<file path="src/rtl/sipo_rx_amisha.sv">
// Serial-in parallel-out frame receiver: word appears 1 cycle after its Nth valid bit.
// Word is held until ready; valid bits arriving while a word is pending are dropped and flagged.
module sipo_rx_amisha #(
  parameter int N_amisha = 8
) (
  input  logic                clk_amisha,
  input  logic                reset_amisha,
  input  logic                start_amisha,
  input  logic                dir_amisha,
  input  logic                sin_amisha,
  input  logic                sin_valid_amisha,
  input  logic                ready_amisha,
  output logic [N_amisha-1:0] q_amisha,
  output logic                q_valid_amisha,
  output logic                busy_amisha,
  output logic                overrun_amisha
);

  localparam int CNT_W = $clog2(N_amisha);
  localparam logic [CNT_W-1:0] CNT_LAST = CNT_W'(N_amisha - 1);

  typedef enum logic [1:0] {
    IDLE  = 2'd0,
    SHIFT = 2'd1,
    HOLD  = 2'd2
  } state_t;

  state_t              state_q, state_d;
  logic [N_amisha-1:0] sr_q, sr_d;
  logic [CNT_W-1:0]    cnt_q, cnt_d;
  logic                dir_q, dir_d;
  logic [N_amisha-1:0] q_q, q_d;
  logic                q_valid_q, q_valid_d;
  logic                overrun_q, overrun_d;
  logic [N_amisha-1:0] sr_shift;

  // dir 0 shifts toward MSB (MSB-first), dir 1 shifts toward LSB (LSB-first)
  assign sr_shift = dir_q ? {sin_amisha, sr_q[N_amisha-1:1]}
                          : {sr_q[N_amisha-2:0], sin_amisha};

  always_comb begin
    state_d   = state_q;
    sr_d      = sr_q;
    cnt_d     = cnt_q;
    dir_d     = dir_q;
    q_d       = q_q;
    q_valid_d = q_valid_q;
    overrun_d = overrun_q;
    unique case (state_q)
      IDLE: begin
        if (start_amisha) begin
          sr_d      = '0;
          cnt_d     = '0;
          dir_d     = dir_amisha;
          overrun_d = 1'b0;
          state_d   = SHIFT;
        end
      end
      SHIFT: begin
        if (start_amisha) begin
          sr_d  = '0;
          cnt_d = '0;
          dir_d = dir_amisha;
          overrun_d = 1'b0;
        end else if (sin_valid_amisha) begin
          sr_d = sr_shift;
          if (cnt_q == CNT_LAST) begin
            cnt_d     = '0;
            q_d       = sr_shift;
            q_valid_d = 1'b1;
            state_d   = HOLD;
          end else begin
            cnt_d = cnt_q + CNT_W'(1);
          end
        end
      end
      HOLD: begin
        if (sin_valid_amisha) overrun_d = 1'b1;
        if (ready_amisha) begin
          q_valid_d = 1'b0;
          state_d   = IDLE;
          // Accepted start clears overrun even if a dropped bit arrives this cycle
          if (start_amisha) begin
            sr_d      = '0;
            cnt_d     = '0;
            dir_d     = dir_amisha;
            overrun_d = 1'b0;
            state_d   = SHIFT;
          end
        end
      end
      default: state_d = IDLE;
    endcase
  end

  always_ff @(posedge clk_amisha) begin
    if (reset_amisha) begin
      state_q   <= IDLE;
      sr_q      <= '0;
      cnt_q     <= '0;
      dir_q     <= 1'b0;
      q_q       <= '0;
      q_valid_q <= 1'b0;
      overrun_q <= 1'b0;
    end else begin
      state_q   <= state_d;
      sr_q      <= sr_d;
      cnt_q     <= cnt_d;
      dir_q     <= dir_d;
      q_q       <= q_d;
      q_valid_q <= q_valid_d;
      overrun_q <= overrun_d;
    end
  end

  assign q_amisha       = q_q;
  assign q_valid_amisha = q_valid_q;
  assign busy_amisha    = (state_q == SHIFT);
  assign overrun_amisha = overrun_q;

endmodule

</file>
<file path="config.mk">
export PLATFORM = sky130hd
export DESIGN_NAME = sipo_rx_amisha
export DESIGN_NICKNAME = d
export VERILOG_FILES = /design/src/rtl/sipo_rx_amisha.sv
export SDC_FILE = /design/constraint.sdc
export NUM_CORES = 1
export LEC_CHECK = 0
export CORE_ASPECT_RATIO = 1.1
export CORE_MARGIN = 10
export CORE_UTILIZATION = 40
export DETAILED_ROUTE_END_ITERATION = 10
export PLACE_DENSITY_LB_ADDON = 0.3
export SKIP_CTS_REPAIR_TIMING = 1
export SLEW_MARGIN = 10
export SYNTH_ARGS = -nofsm -noshare
export SYNTH_HDL_FRONTEND = slang
export SYNTH_SLANG_ARGS = --single-unit
</file>
<file path="constraint.sdc">
create_clock -name clk_amisha -period 3.65 [get_ports clk_amisha]
set_input_delay 0.73 -clock clk_amisha [delete_from_list [all_inputs] [get_ports clk_amisha]]
set_output_delay 0.73 -clock clk_amisha [all_outputs]
set_load 0.1 [all_outputs]
</file>
After elaboration in Yosys (flattened, before gate mapping) --
Cells that the tools add are included.
Word-level totals: bits in registers 24, bits of input ports 7, output and inout port bits 11, logic and storage cells 62
Cells by class: $add $sub $neg 1, equality and inequality tests 10, mux-type cells 32, bitwise operators 1, reduce and logical (&&, ||, !) cells 11
Operator list (count):
- 8-bit 2-to-1 mux | 5
- 8-bit case mux with 3 select lines | 1
- 3-bit 2-to-1 mux | 5
- 1-bit 2-to-1 mux | 11
- 2-bit 2-to-1 mux | 5
- 5-bit AND reduction | 2
- 3-bit case mux with 3 select lines | 1
- 2-bit inequality test (second input constant) | 4
- 1-bit case mux with 2 select lines | 3
- 2-bit case mux with 3 select lines | 1
- 2-bit by 1-bit inequality test with 1-bit output (second input constant) | 2
- 2-bit AND reduction | 2
- 4-bit AND reduction | 1
- 2-bit nonzero test | 2
- 3-bit by 1-bit adder with 3-bit output (second input constant) | 1
- 3-bit equality test (second input constant) | 1
- 3-bit inequality test (second input constant) | 1
- 3-bit AND reduction | 1
- 3-bit nonzero test | 1
- 2-bit by 1-bit equality test with 1-bit output (second input constant) | 1
- 2-bit equality test (second input constant) | 1
- 2-bit zero test | 1
- 2-bit OR reduction | 1
- 1-bit NOT | 1

Longest topological paths before layout --
depth in word-level cells 5, depth in mapped cells 6, gate-level depth less buffers 5

Worst setup path after synthesis --
Ideal clock, no wire load.
path kind flip-flop to output port, from register state_q[0], to output port busy_amisha, data arrival time 1802 ps, path slack 1118 ps, cell stages (with the launch flop) 2, path buffers 0, cells stage by stage dfxtp_1 nor2b_1
On the way: longest elaborated chain between the ends 1
Ends and longest elaborated chain:
- start, declared | RTL line 28 | state_t state_q, state_d;
- start signal, assigned | RTL line 106 | state_q <= state_d;
- 2-bit by 1-bit equality test with 1-bit output | RTL line 118 | assign busy_amisha = (state_q == SHIFT);
- end, declared | RTL line 15 | output logic busy_amisha,
Every way passes these cells.

Worst setup path in the final report --
from register q_valid_q (netlist: q_valid_amisha), to output port q_valid_amisha
RTL lines:
- start, declared | RTL line 33 | logic q_valid_q, q_valid_d;
- start signal, assigned | RTL line 111 | q_valid_q <= q_valid_d;
- end, declared | RTL line 14 | output logic q_valid_amisha,
No word-level cell between the ends.

==> results.sh <==
export IMPL_clkSinkCount=24
export IMPL_crit_required_ns=2.92
export IMPL_critical_path_startpoint_type="flip-flop"
export IMPL_cp_end_kind="primary output"
export IMPL_hold_path_class="flip-flop to flip-flop"
export IMPL_h_tree_depth=1
export IMPL_viasPerCell=5.33
export IMPL_synth_top_family_by_area="compound AO/OA/AOI/OAI gates"
export IMPL_syn_avg_cell_area_sq_um=11.2
export IMPL_synthArstFlopShare=0
export IMPL_grt_pass1_vias=742
export IMPL_yosysWarnings=0
export IMPL_nNetsFinal=123
export IMPL_power_density_mw_per_mm2=385
export IMPL_rsz0062_at_grt="false"
export IMPL_synth_simple_area_share=0.0994
export IMPL_seq_area_frac_synth=0.439
export IMPL_chipWidth_um=69.9
export IMPL_io_buffers=17
export IMPL_start_util=0.426
export IMPL_critPathBufInv=1
export IMPL_vias=762
export IMPL_cp_depth=1
export IMPL_place_gp_congestion=0.786
export IMPL_cts_buffers=3
export IMPL_ant_nets=0
export IMPL_finalSetupViolations=0
export IMPL_core_rowCount=19
export IMPL_clkTransAtPathRegs_ns=0.14
export IMPL_path_cells="clkdlybuf4s50_1"
export IMPL_worst_pin_slew_ns=0.981
export IMPL_maxSlewHeadroom=0.344
export IMPL_synth_edf_count=0
export IMPL_slowest_delay_ns=1.15
export IMPL_synth_area_sq_mm=0.00109
export IMPL_finalWirelength_um=2140
export IMPL_diodes=0
export IMPL_core_area_sq_mm=0.00257
export IMPL_synthXorXnorAreaFrac=0
export IMPL_io_pin_count=18
export IMPL_multi_input_area_sq_um=547
export IMPL_min_period_ns=2.56
export IMPL_hold_viol=0
export IMPL_clk_latency_ns=0.32
export IMPL_whs_ns=0.485
export IMPL_status="complete, no violations"
export IMPL_synth_compound_area_frac=0.283
export IMPL_critical_path_arrival_ns=1.83
export IMPL_antenna_found_initial=0
export IMPL_cp_slowest_cell="clkdlybuf4s50_1"
export IMPL_worstSetupPathType="flip-flop to primary output"
export IMPL_synthFlopType="dfxtp_1"
export IMPL_synth_nets=108
export IMPL_tns_ns=0
export IMPL_grt_util_all_layers=0.0830
export IMPL_die_area_sq_mm=0.00523
export IMPL_cp_max_fo=3
export IMPL_grt_max_degree=19
export IMPL_grt_pass1_wl_um=3620
export IMPL_cts_buffer_depth=2
export IMPL_reg2reg_depth=3
export IMPL_fin_crit_sh=0.702
export IMPL_drive_above_1_share=0.152
export IMPL_die_h_um=74.9
export IMPL_cts_tree="done"
export IMPL_synthCells=98
export IMPL_cts_root_buf="clkbuf_4"
export IMPL_hold_path_depth=1
export IMPL_synth_adder_area_share=0.0343
export IMPL_drt_wirelength_per_cell_um=14.9
export IMPL_maxClockFrequency_ghz=0.390
export IMPL_slew_violations=0
export IMPL_ys_ff_latch=24
export IMPL_cap_violations=0
export IMPL_muxShareOfSynthArea=0.0823
export IMPL_grt_overflow=0
export IMPL_finalPower_mw=0.501
export IMPL_drtPass1Iterations=4
export IMPL_drtIter0Drc=20
export IMPL_dpl_hpwl_um=1590
export IMPL_n_fill_cell=240
export IMPL_syn2layout_area_growth_pct=18.9
export IMPL_seq_area_sq_um=480
export IMPL_finClkSkew_ns=0.0117
export IMPL_p_leak_nw=0.435
export IMPL_crit_family="buffers and inverters"
export IMPL_drc=0
export IMPL_peakVddDrop_uv=208
export IMPL_synthDistinctLibCells=32
## metrics by stage
stage | instances | setup WS [ns] | utilization | cell area, sq um
floorplan | 98 | 1.12 | - | 1090
global placement | 139 | 1.18 | 0.486 | 1250
detailed placement | 139 | 1.12 | 0.486 | 1250
CTS | 143 | 1.07 | 0.507 | 1300
global route | 143 | 1.03 | 0.507 | 1300
finish | 143 | 1.09 | 0.507 | 1300
## synthesized netlist by cell type (2+ instances only)
cell type / number / area share
a211oi_2: 8 / 0.091
a31oi_1: 2 / 0.011
nor2b_1: 3 / 0.017
a22o_1: 3 / 0.024
a21oi_1: 10 / 0.046
clkbuf_1: 2 / 0.0069
ha_1: 3 / 0.034
o2bb2ai_1: 8 / 0.064
nand2b_1: 4 / 0.023
dfxtp_1: 24 / 0.44
inv_1: 2 / 0.0069
mux2i_1: 9 / 0.082
## layout make-up
class	count	share of cell area
tap	31	0.0298
clock inverter	1	0.0231
inverter	2	0.00577
timing repair buffer	18	0.135
clock buffer	3	0.0173
multi-input combinational	64	0.420
sequential	24	0.369
## where the power goes
part           leakage [nW]  internal (mW)  switching (mW)  total, mW
Combinational         0.213         0.0174          0.0226     0.0399
Sequential            0.194          0.264         0.00478      0.269
Clock                0.0279          0.111          0.0811      0.192
Total                 0.435          0.393           0.108      0.501
## cell families (layout without fill, tap and decap cells)
logic type,after synthesis,in the layout
flip-flops,24,24
multiplexers,9,9
AO/OA/AOI/OAI,37,37
adder cells (fa/ha/maj),3,3
AND/OR/NAND/NOR,15,15
buffers and inverters,10,24
## state kept, by name (all words and copies together) (netlist names)
| signal | cells |
|---|---|
| dir_q | 1 |
| q_amisha | 8 |
| state_q | 2 |
| cnt_q | 3 |
| q_valid_amisha | 1 |
| sr_q | 8 |
| overrun_amisha | 1 |
## placed cells by master (no fill, tap or decap), drive strengths merged, types with 2 or more instances in the layout
cell / synthesis / routed
dfxtp: 24 / 24
clkdlybuf4s50: 0 / 16
a21oi: 10 / 10
mux2i: 9 / 9
a211oi: 8 / 8
o2bb2ai: 8 / 8
nand2b: 4 / 4
nor2b: 3 / 3
a22o: 3 / 3
ha: 3 / 3
clkbuf: 3 / 3
inv: 2 / 2
a31oi: 2 / 2
buf: 5 / 2
## final timing paths
| path | slack, ns | end | start |
|---|---|---|---|
| max | 1.09 | q_valid_amisha | q_valid_amisha |
| min | 0.48 | sr_q[0] | sr_q[0] |
| min reg2reg | 0.48 | sr_q[0] | sr_q[0] |
| max reg2reg | 2.00 | cnt_q[0] | state_q[0] |
## per-layer routing
metal / part of all wire / wire length (um) / vias to the layer above / global-route usage
li1: - / - / 394 / -
met1: 0.49 / 1050 / 358 / 0.106
met2: 0.45 / 970 / 8 / 0.125
met3: 0.044 / 95 / 2 / 0.0263
met4: 0.0066 / 14 / 0 / 0.0395
met5: 0 / 0 / - / 0
No activity file was read; power rests on OpenSTA's default activity.
